<file path="config.mk">
export PLATFORM = sky130hd
export DESIGN_NAME = pipe_hazard_ctrl
export DESIGN_NICKNAME = d
export VERILOG_FILES = /design/src/rtl/pipe_hazard_ctrl_pkg.sv /design/src/rtl/pipe_hazard_ctrl_hazard_detect.sv /design/src/rtl/pipe_hazard_ctrl.sv
export SDC_FILE = /design/constraint.sdc
export NUM_CORES = 1
export LEC_CHECK = 0
export BUFFER_PORTS_ARGS = -buffer_cell sky130_fd_sc_hd__buf_4
export CORE_MARGIN = 3
export CORE_UTILIZATION = 30
export DETAILED_ROUTE_END_ITERATION = 8
export PLACE_DENSITY_LB_ADDON = 0.25
export SYNTH_ARGS = -nofsm -noshare
export SYNTH_HDL_FRONTEND = slang
export SYNTH_SLANG_ARGS = --single-unit
</file>
<file path="constraint.sdc">
create_clock -name CLK -period 2.65 [get_ports CLK]
set_input_delay 0.1325 -clock CLK [delete_from_list [all_inputs] [get_ports CLK]]
set_output_delay 0.1325 -clock CLK [all_outputs]
set_load 0.02 [all_outputs]
</file>
<file path="src/rtl/pipe_hazard_ctrl_pkg.sv">
// Shared pipeline-control definitions: FSM states, writeback selects, stage-control bundle.
// Imported by the hazard comparator and the sequencing FSM.
package pipe_defs;

  localparam int REG_W = 4;

  typedef enum logic [1:0] {
    ST_RUN      = 2'd0,
    ST_MEM_WAIT = 2'd1,
    ST_DRAIN    = 2'd2,
    ST_HALTED   = 2'd3
  } state_e;

  // Writeback mux selects; SEL_MEM marks the EXMEM instruction as a load.
  localparam logic [1:0] SEL_ALU = 2'b00;
  localparam logic [1:0] SEL_MEM = 2'b01;
  localparam logic [1:0] SEL_PC  = 2'b10;

  localparam logic [31:0] NOP_INSTR = 32'h0000_0000;

  typedef struct packed {
    logic en_pc;
    logic en_ifid;
    logic en_idex;
    logic en_exwb;
    logic flush_ifid;
    logic flush_idex;
  } ctrl_t;

  function automatic ctrl_t ctrl_all_en(input logic flush_ifid, input logic flush_idex);
    ctrl_t c;
    c.en_pc      = 1'b1;
    c.en_ifid    = 1'b1;
    c.en_idex    = 1'b1;
    c.en_exwb    = 1'b1;
    c.flush_ifid = flush_ifid;
    c.flush_idex = flush_idex;
    return c;
  endfunction

endpackage

</file>
<file path="src/rtl/pipe_hazard_ctrl_hazard_detect.sv">
// Load-use detector: flags an ID source register that matches a load's destination in EXMEM.
// Purely combinational.
module hazard_detect
  import pipe_defs::*;
#(
  parameter logic [1:0] LOAD_SEL = SEL_MEM
) (
  input  logic [REG_W-1:0] id_ra_i,
  input  logic [REG_W-1:0] id_rb_i,
  input  logic             id_use_ra_i,
  input  logic             id_use_rb_i,
  input  logic [REG_W-1:0] ex_wc_i,
  input  logic             ex_w_rb_i,
  input  logic [1:0]       ex_s_mxrb_i,
  output logic             lu_hazard_o
);

  logic ex_is_load;
  logic ra_hit;
  logic rb_hit;

  assign ex_is_load  = ex_w_rb_i & (ex_s_mxrb_i == LOAD_SEL);
  assign ra_hit      = id_use_ra_i & (id_ra_i == ex_wc_i);
  assign rb_hit      = id_use_rb_i & (id_rb_i == ex_wc_i);
  assign lu_hazard_o = ex_is_load & (ra_hit | rb_hit);

endmodule

</file>
<file path="src/rtl/pipe_hazard_ctrl.sv">
// Sequencing FSM for the IF/ID/EXMEM/WB pipeline: stage enables, bubbles, squash, memory wait,
// halt/drain/resume. Controls are combinational from registered state and take effect on the next edge.
module pipe_hazard_ctrl
  import pipe_defs::*;
#(
  parameter int         MEM_TIMEOUT = 15,
  parameter int         CNT_W       = 16,
  parameter logic [1:0] LOAD_SEL    = 2'b01
) (
  input  logic             CLK,
  input  logic             RESET,
  input  logic [REG_W-1:0] id_RA,
  input  logic [REG_W-1:0] id_RB,
  input  logic             id_use_RA,
  input  logic             id_use_RB,
  input  logic             id_halt,
  input  logic [REG_W-1:0] ex_WC,
  input  logic             ex_W_RB,
  input  logic [1:0]       ex_S_MXRB,
  input  logic             ex_br_taken,
  input  logic             mem_req,
  input  logic             mem_ack,
  input  logic             resume,
  output logic             EN_PC,
  output logic             EN_IFID,
  output logic             EN_IDEX,
  output logic             EN_EXWB,
  output logic             FLUSH_IFID,
  output logic             FLUSH_IDEX,
  output logic             halted,
  output logic             mem_err,
  output logic [CNT_W-1:0] stall_count
);

  localparam logic [7:0] TIMEOUT = 8'(MEM_TIMEOUT);

  state_e           state_q, state_d;
  logic [7:0]       wait_q, wait_d;
  logic [1:0]       drain_q, drain_d;
  logic             err_q, err_d;
  logic [CNT_W-1:0] stall_q;

  ctrl_t ctrl_fsm;
  ctrl_t ctrl;
  logic  lu_hazard;
  logic  mem_stall;

  hazard_detect #(.LOAD_SEL(LOAD_SEL)) u_hazard (
    .id_ra_i     (id_RA),
    .id_rb_i     (id_RB),
    .id_use_ra_i (id_use_RA),
    .id_use_rb_i (id_use_RB),
    .ex_wc_i     (ex_WC),
    .ex_w_rb_i   (ex_W_RB),
    .ex_s_mxrb_i (ex_S_MXRB),
    .lu_hazard_o (lu_hazard)
  );

  // An ack with no outstanding request never releases anything.
  assign mem_stall = mem_req & ~mem_ack;

  always_comb begin
    ctrl_fsm = '0;
    state_d  = state_q;
    wait_d   = wait_q;
    drain_d  = drain_q;
    err_d    = err_q;

    unique case (state_q)
      ST_RUN, ST_MEM_WAIT: begin
        if (mem_stall) begin
          if (wait_q == TIMEOUT) begin
            err_d   = 1'b1;
            wait_d  = '0;
            state_d = ST_HALTED;
          end else begin
            wait_d  = wait_q + 8'd1;
            state_d = ST_MEM_WAIT;
          end
        end else begin
          wait_d  = '0;
          state_d = ST_RUN;
          if (ex_br_taken) begin
            ctrl_fsm = ctrl_all_en(1'b1, 1'b1);
          end else if (lu_hazard) begin
            ctrl_fsm.en_idex    = 1'b1;
            ctrl_fsm.en_exwb    = 1'b1;
            ctrl_fsm.flush_idex = 1'b1;
          end else if (id_halt) begin
            ctrl_fsm = ctrl_all_en(1'b1, 1'b0);
            drain_d  = '0;
            state_d  = ST_DRAIN;
          end else begin
            ctrl_fsm = ctrl_all_en(1'b0, 1'b0);
          end
        end
      end

      ST_DRAIN: begin
        if (mem_stall) begin
          if (wait_q == TIMEOUT) begin
            err_d   = 1'b1;
            wait_d  = '0;
            state_d = ST_HALTED;
          end else begin
            wait_d = wait_q + 8'd1;
          end
        end else begin
          wait_d              = '0;
          ctrl_fsm.en_idex    = 1'b1;
          ctrl_fsm.en_exwb    = 1'b1;
          ctrl_fsm.flush_ifid = 1'b1;
          ctrl_fsm.flush_idex = 1'b1;
          // Two advancing cycles push HALT out of EXMEM and through WB.
          if (drain_q == 2'd1) begin
            drain_d = '0;
            state_d = ST_HALTED;
          end else begin
            drain_d = drain_q + 2'd1;
          end
        end
      end

      ST_HALTED: begin
        if (resume) begin
          state_d = ST_RUN;
        end
      end

      default: state_d = ST_RUN;
    endcase
  end

  // Reset overrides everything asynchronously: freeze all stages and bubble both registers.
  always_comb begin
    ctrl = ctrl_fsm;
    if (!RESET) begin
      ctrl            = '0;
      ctrl.flush_ifid = 1'b1;
      ctrl.flush_idex = 1'b1;
    end
  end

  always_ff @(posedge CLK or negedge RESET) begin
    if (!RESET) begin
      state_q <= ST_RUN;
      wait_q  <= '0;
      drain_q <= '0;
      err_q   <= 1'b0;
      stall_q <= '0;
    end else begin
      state_q <= state_d;
      wait_q  <= wait_d;
      drain_q <= drain_d;
      err_q   <= err_d;
      if (!ctrl.en_pc && (state_q != ST_HALTED) && (stall_q != '1)) begin
        stall_q <= stall_q + CNT_W'(1);
      end
    end
  end

  assign EN_PC       = ctrl.en_pc;
  assign EN_IFID     = ctrl.en_ifid;
  assign EN_IDEX     = ctrl.en_idex;
  assign EN_EXWB     = ctrl.en_exwb;
  assign FLUSH_IFID  = ctrl.flush_ifid;
  assign FLUSH_IDEX  = ctrl.flush_idex;
  assign halted      = (state_q == ST_HALTED);
  assign mem_err     = err_q;
  assign stall_count = stall_q;

endmodule

</file>
==> run metrics, run 1 <==
drt drc=0; Peak supply drop=0.644 mV; Fin. Hold Viols=0; Final Max Tran Viols=0; post-synthesis sequential area ratio=43.1%; Die W=80.9 um; Syn Nets=205; fraction of final layout cells sized beyond drive strength 1=29.0%; met2 routed WL=1.90 mm; # diodes=0; clock sink total=29; Iter 0 DRT Violations=46; Clock Tree Buf Depth=2; WP data arrival=1.96 ns; setup bufs post-CTS=0; global route overflow=0; asr flop ratio synth=100%; DRT Wirelength=4.04 mm; die area=6550 um2; RSZ-0062 raised after global routing=false; WL per Instance=13.4 um; Avg Vias per Cell=4.88; H-tree levels=2; Worst Path Max Fanout=17; Placer Congestion=0.819; CTS tree=built; post-synthesis register bit count=29; Post-synth EDFFs=0; outcome=finished clean; Met3 Wirelength=203 um; syn_area_per_cell=9.41 um2; Core Rows=26; Static Leak=0.00100 uW; P&R area growth vs syn=30.5%; Slew headroom=43.9%; worst min path class=in2reg; met1 wire length=1.88 mm; Cells after Synth=179; I/O Pins=48; hold path start=resume; worst skew pair latency=0.28 ns; first-pass GRT wire length=6.67 mm; Buffers on Ports=47; FF-to-FF Start=stall_count[1]$_DFFE_PN0P_; Total Nets Final=256; 1st-pass router iterations=4; Worst-Margin Slew=0.841 ns; most common cell after layout, fill and taps aside=buf_4; reg2reg end=stall_count[14]$_DFFE_PN0P_; CP Capture Point=EN_PC; worst r2r path cells=7; TritonCTS Buffers=5; Crit Path Class=reg2out; Final ANT Viol Nets=0; post-route insts no fill=301; Mapped Area=1680 um2; Worst Path Required=2.52 ns; CP endpoint kind=output pin; type of origin of the critical path=register; Critical Path Start=state_q[1]$_DFFE_PN0P_; largest net degree at the start of global routing=33; # setup viols final=0; top sig layer=met4; Synth Warn #=0; cell count after placement=292; Final Skew=0.00375 ns; Die Span Y=80.9 um; Reg clk slew, reported paths=0.06 ns; commonest cells after routing, fill and taps aside=buf_4, dfrtp_1, nand2_1; setup slack, reg-to-reg=0.59 ns; Detailed Place HPWL=2.97 mm; max-cap viol count=0; Pwr Density=922 nW/um2; Yosys cell types=38; gr usage total=13.3%; Root Driver=clkbuf_8; period utilization=78.8%; clock period minus worst slack=2.09 ns; Initial Util=32.0%; vias post-DR=1,470; Setup Total Neg Slack=0 ns; initial antenna violation count=0; vias in the first global route=1,385; core area=5270 um2; fmax=479 MHz; most used flip-flop cell after synthesis=dfrtp_1
worst max-delay path, cell delays in order, from the launching register on:
cell     delay [ns]
dfrtp_1        0.49
nor2_1         0.20
nand2_1        0.08
a21oi_2        0.62
buf_4          0.28
worst min-delay path by stage:
stage                            endpoint  slack [ns]  cells after the start
3_5_place_dp   stall_count[4]$_DFFE_PN0P_        0.21                      2
2_1_floorplan      drain_q[0]$_DFFE_PN0P_       -0.16                      0
5_1_grt            state_q[1]$_DFFE_PN0P_        0.13                      3
3_3_place_gp   stall_count[7]$_DFFE_PN0P_        0.21                      2
6_report           state_q[1]$_DFFE_PN0P_        0.13                      3
4_1_cts            state_q[1]$_DFFE_PN0P_        0.12                      3
repair_timing:
item	4_1_cts	5_1_grt
setup endpoints to repair	0	0
endpoints found under the hold margin	29	0
gates resized for setup	0	0
hold buffers	1	0
Yosys cell counts (2+ instances only):
master / count / area share, %
dfrtp_1: 29 / 43
nand2_1: 21 / 4.7
nand3_1: 18 / 5.3
xor2_1: 16 / 8.3
nor2_1: 10 / 2.2
o21ai_0: 10 / 3.0
nor3_1: 9 / 2.7
xnor2_1: 9 / 4.7
and3_1: 6 / 2.2
nor4_1: 6 / 2.2
inv_1: 4 / 0.89
nor4_2: 4 / 3.0
buf_2: 3 / 0.89
buf_4: 3 / 1.3
nand4_1: 3 / 1.1
a22o_1: 2 / 1.0
ha_1: 2 / 1.5
nand2b_1: 2 / 0.74
nor3b_1: 2 / 0.89
o31ai_1: 2 / 0.89
stage by stage:
stage                     util [%]  total power (uW)  instance area (um2)  worst slack [ns]  hold WS, ns
final                         41.7              2030                 2200             0.562        0.129
after global routing          41.7              2190                 2200             0.393        0.131
after CTS                     41.7              2060                 2200             0.572        0.116
after detailed placement      39.9              1690                 2100             0.619        0.210
after global placement        39.9              1680                 2100             0.680        0.208
after floorplan                  -              1320                 1680             0.784       -0.163
layout make-up:
cell class                      instances  area [um2]
Multi-Input combinational cell        138         891
Clock inverter                          3        17.5
Clock buffer                            5        68.8
Fill cell                             542        3070
Tap cell                               70        87.6
Inverter                                4        15.0
Timing Repair Buffer                   52         393
Sequential cell                        29         726
state kept, by name, indices dropped and copies added (netlist names):
name / flops
state_q: 2
wait_q: 8
stall_count: 16
drain_q: 2
mem_err: 1
where the power goes:
part	leakage [uW]	switching, uW	total [uW]	internal [uW]
registers	0.000354	186	771	585
clock network	0.0000439	179	360	181
logic	0.000605	513	896	383
total	0.00100	878	2030	1150
kinds of logic after synthesis:
logic type | Yosys count | synth area share, %
DFF | 29 | 43.1
AOI/OAI and AO/OA | 21 | 8.32
adders and majority gates | 2 | 1.49
and+or+nand+nor | 89 | 29.4
muxes | 1 | 0.669
buffers and inverters | 12 | 4.01
xor gates and xnor gates | 25 | 13.0
per-layer routing:
layer	GRT usage, %	vias to the layer above
met2	21.4	31
met3	3.44	4
met1	16.9	698
met4	5.57	0
met5	0	-
li1	-	737
No activity file was read; power rests on OpenSTA's default activity.
==> run 2: changes to the inputs <==
--- a/config.mk
+++ b/config.mk
@@ -5,6 +5,7 @@
 export SDC_FILE = /design/constraint.sdc
 export NUM_CORES = 1
 export LEC_CHECK = 0
+export ABC_AREA = 1
 export BUFFER_PORTS_ARGS = -buffer_cell sky130_fd_sc_hd__buf_4
 export CORE_MARGIN = 3
 export CORE_UTILIZATION = 30
==> constraint.sdc (replaced) <==
create_clock -name CLK -period 1.7 [get_ports CLK]
set_input_delay 0.085 -clock CLK [delete_from_list [all_inputs] [get_ports CLK]]
set_output_delay 0.085 -clock CLK [all_outputs]
set_load 0.02 [all_outputs]
==> run 2 against run 1 <==
  * Global-route usage increased by 0.24 points
  * Power rose by 37%
  * Clock power is 62% higher
  * Routed wire length is 17% higher
  * Synthesized cell count rose by 49%
  * Combinational power rose by 38%
  * Sequential power grew 25%
==> run metrics, run 2 <==
Int Power=1620 uW; Reg clk slew, reported paths=0.06 ns; Buf/Inv on CP=1; Largest register FFs=16; synth top area cells=dfrtp_1, nand2_1, nand4_1, nand3_1, inv_1; fmax=645 MHz; Cells after Synth=266; largest net degree at the start of global routing=32; Pwr Density=1100 nW/um2; Core Rows=28; type of origin of the critical path=register; sequential share of power=34.6%; Static Leak=0.00135 uW; P&R area growth vs syn=33.3%; fraction of final layout cells sized beyond drive strength 1=24.3%; drt drc=0; global route overflow=0; first-pass GRT wire length=8.12 mm; Fin. Hold Viols=0; Clock Tree Buf Depth=2; Sw Ratio=41.6%; clock sink total=29; P_sw=1160 uW; post-synth top area share=38.1%; vias post-DR=1,906; worst min path class=in2reg; max-cap viol count=0; outcome=finished clean; Avg Vias per Cell=4.72; I/O Pins=48; Critical Path, Cell by Cell=ha_4, nand3_2, nor3_4, nand4_4, buf_4, nand4_1, nand2_1; share of total power in combinational logic=44.5%; post-synthesis sequential area ratio=38.1%; Yosys cell types=32; Iter 0 DRT Violations=55; top sig layer=met4; Peak supply drop=0.698 mV; crit-path max cell delay=0.42 ns; largest delay contributor family on the critical path=simple AND/OR/NAND/NOR gates; Worst Path Max Fanout=7; placed instance area=2410 um2; Slew headroom=73.5%; # setup viols final=0; worst skew pair latency=0.28 ns; synth cell count leaders=nand2_1, inv_1, dfrtp_1, nor2_1, nand3_1; Final Max Tran Viols=0; Crit-path slowest cell=dfrtp_2; Worst-Margin Slew=0.398 ns; H-tree levels=2; Post-synth EDFFs=0; Detailed Place HPWL=3.51 mm; most used flip-flop cell after synthesis=dfrtp_1; post-synthesis register bit count=29; Die Span Y=85.6 um; syn_area_per_cell=7.15 um2; Met3 Wirelength=284 um; clock period minus worst slack=1.55 ns; Total Nets Final=355; DRT Wirelength=4.75 mm; WL per Instance=11.8 um; gr usage total=13.6%; Syn Nets=292; Buffers on Ports=47; period utilization=91.2%; met1 wire length=2.16 mm; clock share of power=20.9%; Final ANT Viol Nets=0; die area=7340 um2; asr flop ratio synth=100%; core area=6030 um2; TritonCTS Buffers=5; Initial Util=31.6%; # diodes=0; Die W=85.6 um; vias in the first global route=1,828; most common cell after layout, fill and taps aside=nand2_1; CTS tree=built; most frequent cell after synthesis=nand2_1; Worst Path Required=1.86 ns; cell taking the most area after synthesis=dfrtp_1; Root Driver=clkbuf_8; Placer Congestion=0.806; 1st-pass router iterations=4; Post-Layout Inst Area=2540 um2; Crit Path Class=reg2reg; initial antenna violation count=0; met2 routed WL=2.26 mm; WP data arrival=1.72 ns; Synth Warn #=0; final hold slack=0.0805 ns; Final Skew=0.00685 ns; commonest cells after routing, fill and taps aside=nand2_1, buf_4, inv_1; Mapped Area=1900 um2; CP endpoint kind=register
## run 2: metal layers
metal  vias up  GRT usage (%)
li1        979              -
met1       872           18.3
met2        50           21.8
met3         5           2.98
met4         0           3.88
met5         -              0
## run 2: cell type report
class                           instances  area, um2
Fill cell                             631       3490
Tap cell                               75       93.8
Inverter                               33        124
Sequential cell                        29        728
Timing Repair Buffer                   63        479
Multi-Input combinational cell        197       1020
Clock buffer                            7       86.3
## run 2: what timing repair did
action                                 CTS  global route
gates resized for setup                  0             4
setup buffers                            0             2
hold buffers                             1             0
setup endpoints to repair                0            18
endpoints found under the hold margin   29             0
## run 2: per-stage QoR
step	setup TNS [ns]	util, %	setup slack, ns	std cells	power, uW
after floorplan	0	-	0.000445	266	1770
after global placement	0	39.9	0.0954	394	2150
after detailed placement	0	39.9	0.0652	394	2170
after CTS	0	41.5	0.0507	402	2760
after global routing	-0.0218	42.1	-0.0218	404	3000
final	0	42.1	0.149	404	2780
## run 2: worst register-to-register path, cell delays in order (launching register included)
cell,delay [ns]
dfrtp_2,0.42
ha_4,0.16
nand3_2,0.11
nor3_4,0.21
nand4_4,0.18
buf_4,0.21
nand4_1,0.09
nand2_1,0.06
## run 2: logic make-up (layout without fill, tap and decap cells)
kind of cell | after synthesis | count (layout) | synth area share (%)
and+or+nand+nor | 172 | 172 | 42.4
buffers and inverters | 40 | 103 | 8.81
DFF | 29 | 29 | 38.1
xor gates and xnor gates | 14 | 14 | 6.44
AOI/OAI and AO/OA | 8 | 8 | 2.37
adders and majority gates | 2 | 2 | 1.31
muxes | 1 | 1 | 0.526
## run 2: path summary, 6_finish.rpt
check,start,to,slack (ns),depth (start not counted)
hold / removal,resume,state_q[0]$_DFFE_PN0P_,0.08,3
hold reg to reg,mem_err$_DFFE_PN0P_,mem_err$_DFFE_PN0P_,0.49,1
setup / recovery,stall_count[0]$_DFFE_PN0P_,stall_count[3]$_DFFE_PN0P_,0.15,7
min in group asynchronous,RESET,stall_count[14]$_DFFE_PN0P_,0.39,3
max in group asynchronous,RESET,stall_count[1]$_DFFE_PN0P_,1.00,3
setup reg to reg,stall_count[0]$_DFFE_PN0P_,stall_count[3]$_DFFE_PN0P_,0.15,7
## run 2: power by group through the flow
stage | Sequential [uW] | Combinational [uW] | Clock, uW
after floorplan | 1010 | 759 | 0
after global placement | 957 | 1200 | 0
after detailed placement | 961 | 1210 | 0
after CTS | 948 | 1210 | 595
after global routing | 985 | 1380 | 636
final | 961 | 1240 | 582
